`src/rtl/alu_exec_unit_pkg.sv`:
```
// Shared ALU opcode encodings (as emitted by the ALU control decoder) and iterative-unit FSM states.
package alu_exec_unit_pkg;

  typedef logic [2:0] alu_op_t;

  localparam alu_op_t ALU_ADD  = 3'b000;
  localparam alu_op_t ALU_SUB  = 3'b001;
  localparam alu_op_t ALU_MUL  = 3'b010;
  localparam alu_op_t ALU_DIV  = 3'b011;
  localparam alu_op_t ALU_AND  = 3'b100;
  localparam alu_op_t ALU_OR   = 3'b101;
  localparam alu_op_t ALU_UADD = 3'b110;
  localparam alu_op_t ALU_HALT = 3'b111;

  typedef enum logic [1:0] {
    ST_IDLE = 2'd0,
    ST_BUSY = 2'd1,
    ST_FIX  = 2'd2
  } md_state_t;

  // Ops that run on the multi-cycle mul/div unit
  function automatic logic is_iter_op(input alu_op_t op);
    return (op == ALU_MUL) || (op == ALU_DIV);
  endfunction

endpackage

```
`src/rtl/alu_exec_unit_muldiv.sv`:
```
// Iterative signed mul/div: latches operands on start, runs WIDTH shift-add / restoring steps
// on magnitudes, then applies sign fixup during the FIX cycle (done_c high).
module alu_exec_unit_muldiv
  import alu_exec_unit_pkg::*;
#(
  parameter int unsigned WIDTH = 16
) (
  input  logic             clk,
  input  logic             rst_n,
  input  logic             start,
  input  logic             is_div,
  input  logic             flush,
  input  logic [WIDTH-1:0] op_a,
  input  logic [WIDTH-1:0] op_b,
  output logic             idle,
  output logic             busy,
  output logic             done_c,
  output logic [WIDTH-1:0] res_lo_c,
  output logic [WIDTH-1:0] res_hi_c,
  output logic             ovf_c,
  output logic             div_zero_c
);

  localparam int unsigned CW = $clog2(WIDTH);
  localparam logic [WIDTH-1:0] MIN_VAL = {1'b1, {(WIDTH-1){1'b0}}};

  md_state_t        state;
  logic [CW-1:0]    cnt;
  logic             div_q;
  logic             neg_lo;     // product sign (mul) / quotient sign (div)
  logic             neg_hi;     // remainder sign (div)
  logic             bzero;
  logic             min_neg1;
  logic [WIDTH-1:0] a_q;
  logic [WIDTH-1:0] mop;        // multiplicand or divisor magnitude
  logic [WIDTH-1:0] hi;         // product high / partial remainder
  logic [WIDTH-1:0] lo;         // multiplier / dividend shifting into quotient

  logic [WIDTH-1:0]   mag_a;
  logic [WIDTH-1:0]   mag_b;
  logic [WIDTH:0]     add_s;
  logic [WIDTH:0]     rsh;
  logic [WIDTH:0]     diff;
  logic [2*WIDTH-1:0] prod;
  logic [2*WIDTH-1:0] prod_f;
  logic [WIDTH-1:0]   quo_f;
  logic [WIDTH-1:0]   rem_f;

  assign mag_a = op_a[WIDTH-1] ? -op_a : op_a;
  assign mag_b = op_b[WIDTH-1] ? -op_b : op_b;

  assign add_s = {1'b0, hi} + {1'b0, (lo[0] ? mop : {WIDTH{1'b0}})};
  assign rsh   = {hi, lo[WIDTH-1]};
  assign diff  = rsh - {1'b0, mop};

  assign prod   = {hi, lo};
  assign prod_f = neg_lo ? -prod : prod;
  assign quo_f  = neg_lo ? -lo : lo;
  assign rem_f  = neg_hi ? -hi : hi;

  assign idle   = (state == ST_IDLE);
  assign busy   = (state == ST_BUSY);
  assign done_c = (state == ST_FIX);

  // FSM, operand latch and one shift-add / restoring step per BUSY cycle
  always_ff @(posedge clk or negedge rst_n) begin
    if (!rst_n) begin
      state    <= ST_IDLE;
      cnt      <= '0;
      div_q    <= 1'b0;
      neg_lo   <= 1'b0;
      neg_hi   <= 1'b0;
      bzero    <= 1'b0;
      min_neg1 <= 1'b0;
      a_q      <= '0;
      mop      <= '0;
      hi       <= '0;
      lo       <= '0;
    end else if (flush) begin
      state <= ST_IDLE;
      cnt   <= '0;
    end else begin
      case (state)
        ST_IDLE: begin
          if (start) begin
            state    <= ST_BUSY;
            cnt      <= CW'(WIDTH - 1);
            div_q    <= is_div;
            neg_lo   <= op_a[WIDTH-1] ^ op_b[WIDTH-1];
            neg_hi   <= op_a[WIDTH-1];
            bzero    <= (op_b == '0);
            min_neg1 <= (op_a == MIN_VAL) && (op_b == '1);
            a_q      <= op_a;
            mop      <= is_div ? mag_b : mag_a;
            lo       <= is_div ? mag_a : mag_b;
            hi       <= '0;
          end
        end
        ST_BUSY: begin
          if (div_q) begin
            if (!diff[WIDTH]) begin
              hi <= diff[WIDTH-1:0];
              lo <= {lo[WIDTH-2:0], 1'b1};
            end else begin
              hi <= rsh[WIDTH-1:0];
              lo <= {lo[WIDTH-2:0], 1'b0};
            end
          end else begin
            hi <= add_s[WIDTH:1];
            lo <= {add_s[0], lo[WIDTH-1:1]};
          end
          if (cnt == '0) begin
            state <= ST_FIX;
          end else begin
            cnt <= cnt - CW'(1);
          end
        end
        ST_FIX:  state <= ST_IDLE;
        default: state <= ST_IDLE;
      endcase
    end
  end

  // Sign fixup and special-case divide results presented during FIX
  always_comb begin
    res_lo_c   = '0;
    res_hi_c   = '0;
    ovf_c      = 1'b0;
    div_zero_c = 1'b0;
    if (!div_q) begin
      res_lo_c = prod_f[WIDTH-1:0];
      res_hi_c = prod_f[2*WIDTH-1:WIDTH];
    end else if (bzero) begin
      res_hi_c   = a_q;
      div_zero_c = 1'b1;
    end else if (min_neg1) begin
      res_lo_c = MIN_VAL;
      ovf_c    = 1'b1;
    end else begin
      res_lo_c = quo_f;
      res_hi_c = rem_f;
    end
  end

endmodule

```
`src/rtl/alu_exec_unit.sv`:
```
// EX-stage ALU: single-cycle add/sub/and/or/uadd/halt, iterative signed mul/div with pipeline stall.
module alu_exec_unit
  import alu_exec_unit_pkg::*;
#(
  parameter int unsigned WIDTH = 16
) (
  input  logic             clk,
  input  logic             rst_n,
  input  logic             in_valid,
  input  logic [2:0]       alu_op,
  input  logic [WIDTH-1:0] op_a,
  input  logic [WIDTH-1:0] op_b,
  input  logic             flush,
  output logic             stall,
  output logic             out_valid,
  output logic [WIDTH-1:0] result,
  output logic [WIDTH-1:0] result_hi,
  output logic             zero,
  output logic             ovf,
  output logic             div_zero,
  output logic             halt
);

  logic             md_idle;
  logic             md_busy;
  logic             md_done_c;
  logic [WIDTH-1:0] md_lo_c;
  logic [WIDTH-1:0] md_hi_c;
  logic             md_ovf_c;
  logic             md_dz_c;

  logic             is_iter;
  logic             accept;
  logic             md_start;
  logic [WIDTH-1:0] sum_c;
  logic [WIDTH-1:0] dif_c;
  logic [WIDTH-1:0] sc_res_c;
  logic             sc_ovf_c;

  assign is_iter  = is_iter_op(alu_op);
  assign accept   = md_idle & in_valid & ~flush & ~halt;
  assign md_start = accept & is_iter;
  // Hold upstream from the accept cycle through the last BUSY cycle; FIX lets it advance
  assign stall    = md_start | md_busy;

  assign sum_c = op_a + op_b;
  assign dif_c = op_a - op_b;

  // Single-cycle result and signed overflow
  always_comb begin
    sc_res_c = '0;
    sc_ovf_c = 1'b0;
    case (alu_op)
      ALU_ADD: begin
        sc_res_c = sum_c;
        sc_ovf_c = (op_a[WIDTH-1] == op_b[WIDTH-1]) && (sum_c[WIDTH-1] != op_a[WIDTH-1]);
      end
      ALU_SUB: begin
        sc_res_c = dif_c;
        sc_ovf_c = (op_a[WIDTH-1] != op_b[WIDTH-1]) && (dif_c[WIDTH-1] != op_a[WIDTH-1]);
      end
      ALU_AND:  sc_res_c = op_a & op_b;
      ALU_OR:   sc_res_c = op_a | op_b;
      ALU_UADD: sc_res_c = sum_c;
      default:  sc_res_c = '0;
    endcase
  end

  alu_exec_unit_muldiv #(.WIDTH(WIDTH)) u_muldiv (
    .clk        (clk),
    .rst_n      (rst_n),
    .start      (md_start),
    .is_div     (alu_op == ALU_DIV),
    .flush      (flush),
    .op_a       (op_a),
    .op_b       (op_b),
    .idle       (md_idle),
    .busy       (md_busy),
    .done_c     (md_done_c),
    .res_lo_c   (md_lo_c),
    .res_hi_c   (md_hi_c),
    .ovf_c      (md_ovf_c),
    .div_zero_c (md_dz_c)
  );

  // Output registers: written by an unflushed mul/div FIX cycle or a single-cycle accept
  always_ff @(posedge clk or negedge rst_n) begin
    if (!rst_n) begin
      out_valid <= 1'b0;
      result    <= '0;
      result_hi <= '0;
      zero      <= 1'b0;
      ovf       <= 1'b0;
      div_zero  <= 1'b0;
      halt      <= 1'b0;
    end else begin
      out_valid <= 1'b0;
      if (md_done_c && !flush) begin
        out_valid <= 1'b1;
        result    <= md_lo_c;
        result_hi <= md_hi_c;
        zero      <= (md_lo_c == '0);
        ovf       <= md_ovf_c;
        div_zero  <= md_dz_c;
      end else if (accept && !is_iter) begin
        out_valid <= 1'b1;
        result    <= sc_res_c;
        result_hi <= '0;
        zero      <= (sc_res_c == '0);
        ovf       <= sc_ovf_c;
        div_zero  <= 1'b0;
        if (alu_op == ALU_HALT) begin
          halt <= 1'b1;
        end
      end
    end
  end

endmodule

```
`config.mk`:
```
export PLATFORM = sky130hd
export DESIGN_NAME = alu_exec_unit
export DESIGN_NICKNAME = d
export VERILOG_FILES = /design/src/rtl/alu_exec_unit_pkg.sv /design/src/rtl/alu_exec_unit_muldiv.sv /design/src/rtl/alu_exec_unit.sv
export SDC_FILE = /design/constraint.sdc
export NUM_CORES = 1
export LEC_CHECK = 0
export BUFFER_PORTS_ARGS = -buffer_cell sky130_fd_sc_hd__buf_2
export CORE_MARGIN = 1
export CORE_UTILIZATION = 57
export DETAILED_ROUTE_END_ITERATION = 10
export GPL_TIMING_DRIVEN = 0
export PLACE_DENSITY = 0.82
export SLEW_MARGIN = 20
export SYNTH_ARGS = -nofsm -noshare
export SYNTH_HDL_FRONTEND = slang
export SYNTH_SLANG_ARGS = --single-unit
export TNS_END_PERCENT = 50
```
`constraint.sdc`:
```
create_clock -name clk -period 6 [get_ports clk]
set_input_delay 0.9 -clock clk [delete_from_list [all_inputs] [get_ports clk]]
set_output_delay 0.9 -clock clk [all_outputs]
set_load 0.03 [all_outputs]
```
* Yosys cells after proc, flatten, opt, wreduce, memory -nomap -nowiden
Cells that the tools add are included.
** Word-level totals
- Register bits :: 112
- Bits of input ports :: 39
- Output and inout port bits :: 38
- Logic and storage cells :: 130
** Operators by class
- Add/sub/neg operators :: 10
- Eq/ne operators :: 19
- Multiplexer cells :: 49
- Bitwise operators :: 11
- Reduce and logical (&&, ||, !) cells :: 23
** Operators with widths (number)
- 16-bit 2-to-1 mux :: 22
- 16-bit negation :: 4
- 16-bit case mux with 2 select lines :: 2
- 16-bit case mux with 4 select lines :: 1
- 16-bit logical NOT :: 3
- 16-bit equality test (second input constant) :: 2
- 32-bit 2-to-1 mux :: 1
- 32-bit negation :: 1
- 16-bit by 16-bit adder with 17-bit output :: 1
- 17-bit by 16-bit subtractor with 17-bit output :: 1
- 16-bit adder :: 1
- 16-bit bitwise AND :: 1
- 16-bit OR :: 1
- 16-bit subtractor :: 1
- 1-bit 2-to-1 mux :: 14
- 3-bit equality test (second input constant) :: 4
- 4-bit 2-to-1 mux :: 3
- 3-bit AND reduction :: 4
- 4-bit case mux with 2 select lines :: 1
- 3-bit by 2-bit equality test with 1-bit output (second input constant) :: 2
- 2-bit 2-to-1 mux :: 3
- 3-bit by 2-bit != test with 1-bit output (second input constant) :: 2
- 1-bit logical AND :: 5
- 1-bit bitwise AND :: 4
- 22 further kinds :: 28

* Logic depth before layout (Yosys ltp)
- Depth in word-level cells :: 8
- Gate-level depth with buffers :: 14
- Depth with buffers taken out :: 13

* Modules after synthesis
From an unflattened synthesis, not the netlist that was laid out.
** Second synthesis, totals
- Cells, all modules :: 1497
- Area total of the unflattened synthesis :: 11400.9 um^2
** By module, submodules not included
- alu_exec_unit_muldiv :: instances 1, cells an instance 954, area each 7344.5 um^2, seq. area each 1851.8 um^2
- alu_exec_unit :: instances 1, cells an instance 543, area each 4056.4 um^2, seq. area each 925.9 um^2

* Worst setup path before layout
No wires, ideal clock.
- Kind :: input -> register
- Start point :: in op_b[4]
- End point :: reg zero
- Setup time :: 120 ps
- Data arrival time :: 3272 ps
- Required time :: 5880 ps
- Path slack :: 2607 ps
- Stages :: 11
- Buffers on the path :: 0
- Cell sequence :: inv_1 -> ha_1 -> or3b_2 -> o2111ai_1 -> a21oi_1 -> or2_2 -> a21oi_1 -> o21ai_0 -> a2111o_1 -> a32o_1 -> a41o_1
** Between the ends
- Longest elaborated chain between the ends :: 5
- Elaborated cells on any way between the ends :: 8
- Those cells by class :: 2 x add/sub; 3 x mux; 2 x bitwise; 1 x reduce/logical
** Ends and longest elaborated chain
- from (decl) :: RTL line alu_exec_unit.sv:12 : input logic [WIDTH-1:0] op_b,
- 16-bit adder (tied with other cells) :: RTL line alu_exec_unit.sv:46 : assign sum_c = op_a + op_b;
- 16-bit case mux with 4 select lines (*) :: RTL line alu_exec_unit.sv:53 : case (alu_op)
- 16-bit logical NOT (*) :: RTL line alu_exec_unit.sv:109 : zero <= (sc_res_c == '0);
- 1-bit 2-to-1 mux (*) :: RTL line alu_exec_unit.sv:105 : end else if (accept && !is_iter) begin
- 1-bit 2-to-1 mux (*) :: RTL line alu_exec_unit.sv:98 : if (md_done_c && !flush) begin
- to (signal assigned) :: RTL line alu_exec_unit.sv:102 : zero <= (md_lo_c == '0);
- to (signal assigned) :: RTL line alu_exec_unit.sv:109
- to (decl) :: RTL line alu_exec_unit.sv:18 : output logic zero,
Mark *: on every way between the ends. The rest lies on a longest branch, timed or not. The select of a mux whose other input is x is not followed.
A chain may end at the register's enable or synchronous reset.

* Worst setup path after layout
- Start point :: in op_a[3]
- End point :: reg zero
** Between the ends
- Longest elaborated chain between the ends :: 5
- Elaborated cells on any way between the ends :: 8
- Those cells by class :: 2 x add/sub; 3 x mux; 2 x bitwise; 1 x reduce/logical
** Ends and longest elaborated chain
- from (decl) :: RTL line alu_exec_unit.sv:11 : input logic [WIDTH-1:0] op_a,
- 16-bit adder (tied with other cells) :: RTL line alu_exec_unit.sv:46
- 16-bit case mux with 4 select lines (*) :: RTL line alu_exec_unit.sv:53
- 16-bit logical NOT (*) :: RTL line alu_exec_unit.sv:109
- 1-bit 2-to-1 mux (*) :: RTL line alu_exec_unit.sv:105
- 1-bit 2-to-1 mux (*) :: RTL line alu_exec_unit.sv:98
Marked as above.

==> out/metrics.cfg <==
[status]
outcome=finished clean

[finish]
seqCellArea_mm2=0.00278
syn_to_final_growth_pct=9.15
num_antenna_cells=0
multi_input_area_mm2=0.00752
num-fill-cells=1718
instances_no_fill=1763
layout.nets=1653
layout-drive-gt1-share_pct=7.91

[power_and_ir_drop]
clkPwrFrac_pct=13.5
combinationalPowerShare_pct=61.8
p_sw_mw=2.16
leakagePower_nw=5.24
vdd.ir_drop.worst_v=0.000248
seqPwrFrac_pct=24.8
total_power_mw=4.47
intPower_mw=2.31
p_sw_share_pct=48.4
powerDensity_mw_per_mm2=374

[timing]
setup_viol=0
max_freq_mhz=224
min_period_ns=4.47
hold_slack_ns=0.415
period_share_pct=74.5
slew_viol_final=0
worst_pin_slew_ns=1.14
hold_viol=0
rsz0062_at_grt=false
fin_skew_ns=0.0176
setup_tns_ns=0
max_slew_margin_pct=22.7

[critical_path]
worstPathRequired_ns=6.31
arrival_ns=4.78
reg2reg_depth=14
path_max_fanout=9
path_class=input pin to register
end_kind=register
worstSetupStartpointType=input pin

[logic_synthesis]
yosys_most_used_dff=dfrtp_1
synth_area_mm2=0.0110
async_flop_share_pct=100
synth_edf_count=0
synth-seq-cells=111
syn_inst=1437
syn_nets=1566
seq_area_frac_synth_pct=25.3
yosysTopAreaCell=dfrtp_1
synth_cell_types=72
synth_area_leaders=dfrtp_1 (25%), ha_1 (9.8%), o21ai_0 (6.9%)
avgSynthCellArea_um2=7.63
synth.top_cell.area_share_pct=25.3
synth_warnings=0

[clocking]
root_buffer=clkbuf_16
htreeDepth=3
cts_tree=built
cts_hold_buf=0
post_cts_resized=0
clock_path_buffers=2
cts_buffers=9
cts.sinks=111
path_clk_slew_ns=0.08
clock_latency_ns=0.37
post-cts-setup-buffers=0

[floorplan]
dieWidth_um=141
ios=77
die_h_um=141
fp-row-count=50
start_util_pct=58.4
core_mm2=0.0188
die_area_mm2=0.0198

[global_route]
grt_overflow_total=0
grt_pass1_vias=10800
grt_max_degree=79
grt_usage_pct=37.7
antenna_found_initial=0
grt_pass1_wl_mm=57.8

[detailed_routing]
ant_nets=0
first_pass_iters=6
drtIter0Drc=1100
viasPerCell=6.58
drc=0
wl_per_cell_um=21.0
vias=11600
drt_wl_total_mm=37.0

[hold_path]
hp-class=input pin to asynchronous set/reset pin

[run]
max_cap_viol_count=0

[placement]
port_buffers=75
gp_congestion=0.985
hpwl_mm=29.3
dpl.cell_count=1747

## cell families after synthesis
family / synth area share [%]
DFF: 25.3
buffers and inverters: 6.21
adders and majority gates: 10.5
xor gates and xnor gates: 7.51
muxes: 2.97
and+or+nand+nor: 20.0
AOI/OAI and AO/OA: 27.5
## power by group through the flow
stage               sequential (mW)  clock [mW]  combinational [mW]
floorplan                      1.15           0                1.96
global placement               1.11           0                2.64
detailed placement             1.11           0                2.69
CTS                            1.10       0.600                2.71
global route                   1.13       0.628                3.02
finish                         1.11       0.602                2.76
## registers in the layout, indices dropped and copies added, names as in the netlist, 2 cells and up
signal / flops
u_muldiv.state: 2
u_muldiv.lo: 16
u_muldiv.hi: 16
u_muldiv.a_q: 15
u_muldiv.cnt: 4
result: 16
result_hi: 16
u_muldiv.mop: 16
## through the flow
| stage | instance area, um2 | setup slack, ns | utilization (%) |
|---|---|---|---|
| floorplan | 11000 | 2.61 | - |
| global placement | 11600 | 1.37 | 62.0 |
| detailed placement | 11700 | 1.42 | 62.2 |
| CTS | 12000 | 1.78 | 63.7 |
| global route | 12000 | 1.46 | 63.8 |
| finish | 12000 | 1.53 | 63.8 |
## layout make-up
type,count,share of cell area (%)
well taps,234,2.45
multi-input cells,1146,62.9
clock buffers,12,2.06
repair buffers,76,3.42
clock inverters,4,0.314
flip-flops and latches,111,23.2
inverters,80,2.51
plain buffers,100,3.18
## synthesized netlist by cell type (27+ instances only)
library cell / number
o21ai_0: 152
nand2_1: 144
nor2_1: 143
dfrtp_1: 111
a21oi_1: 88
clkbuf_1: 87
ha_1: 86
inv_1: 80
xnor2_1: 63
o211ai_1: 32
xor2_1: 31
nand3_1: 30
mux2i_1: 28
nor3_1: 27
## worst max-delay path, cell delays in order
cell	delay, ns
buf_2	0.14
inv_1	0.13
ha_1	0.30
buf_2	0.19
inv_1	0.09
o31ai_1	0.50
a31oi_1	0.27
o31ai_1	0.85
a21oi_1	0.20
nor2b_1	0.15
o311ai_0	0.13
o22ai_1	0.63
a41o_1	0.27
## routing by layer
metal	global-route usage [%]	part of all wire, %	up-vias	wire [um]
li1	-	-	5348	-
met1	49.9	41	5484	15200
met2	59.2	44	649	16300
met3	5.98	9.6	117	3540
met4	20.3	5.2	0	1930
met5	0	0	-	0
## final timing paths
check                                                  end  slack (ns)                   startpoint
worst max-delay path                      zero$_DFFE_PN0P_        1.53                      op_a[3]
max in group asynchronous           result[14]$_DFFE_PN0P_        4.89                        rst_n
worst min register to register    result_hi[5]$_DFFE_PN0P_        0.47     result_hi[5]$_DFFE_PN0P_
worst max register to register  u_muldiv.hi[4]$_DFFE_PN0P_        1.90  u_muldiv.lo[15]$_DFFE_PN0P_
worst min-delay path              result_hi[7]$_DFFE_PN0P_        0.42                        rst_n
min in group clk                  result_hi[5]$_DFFE_PN0P_        0.47     result_hi[5]$_DFFE_PN0P_
## placed cells by master (no fill, tap or decap), drive strengths merged, types with 63 or more instances in the layout
master / count
a21oi: 88
buf: 89
clkbuf: 99
dfrtp: 111
ha: 86
inv: 82
nand2: 144
nor2: 143
o21ai: 157
xnor2: 63
Note: power is estimated with default switching activity, not from simulation.
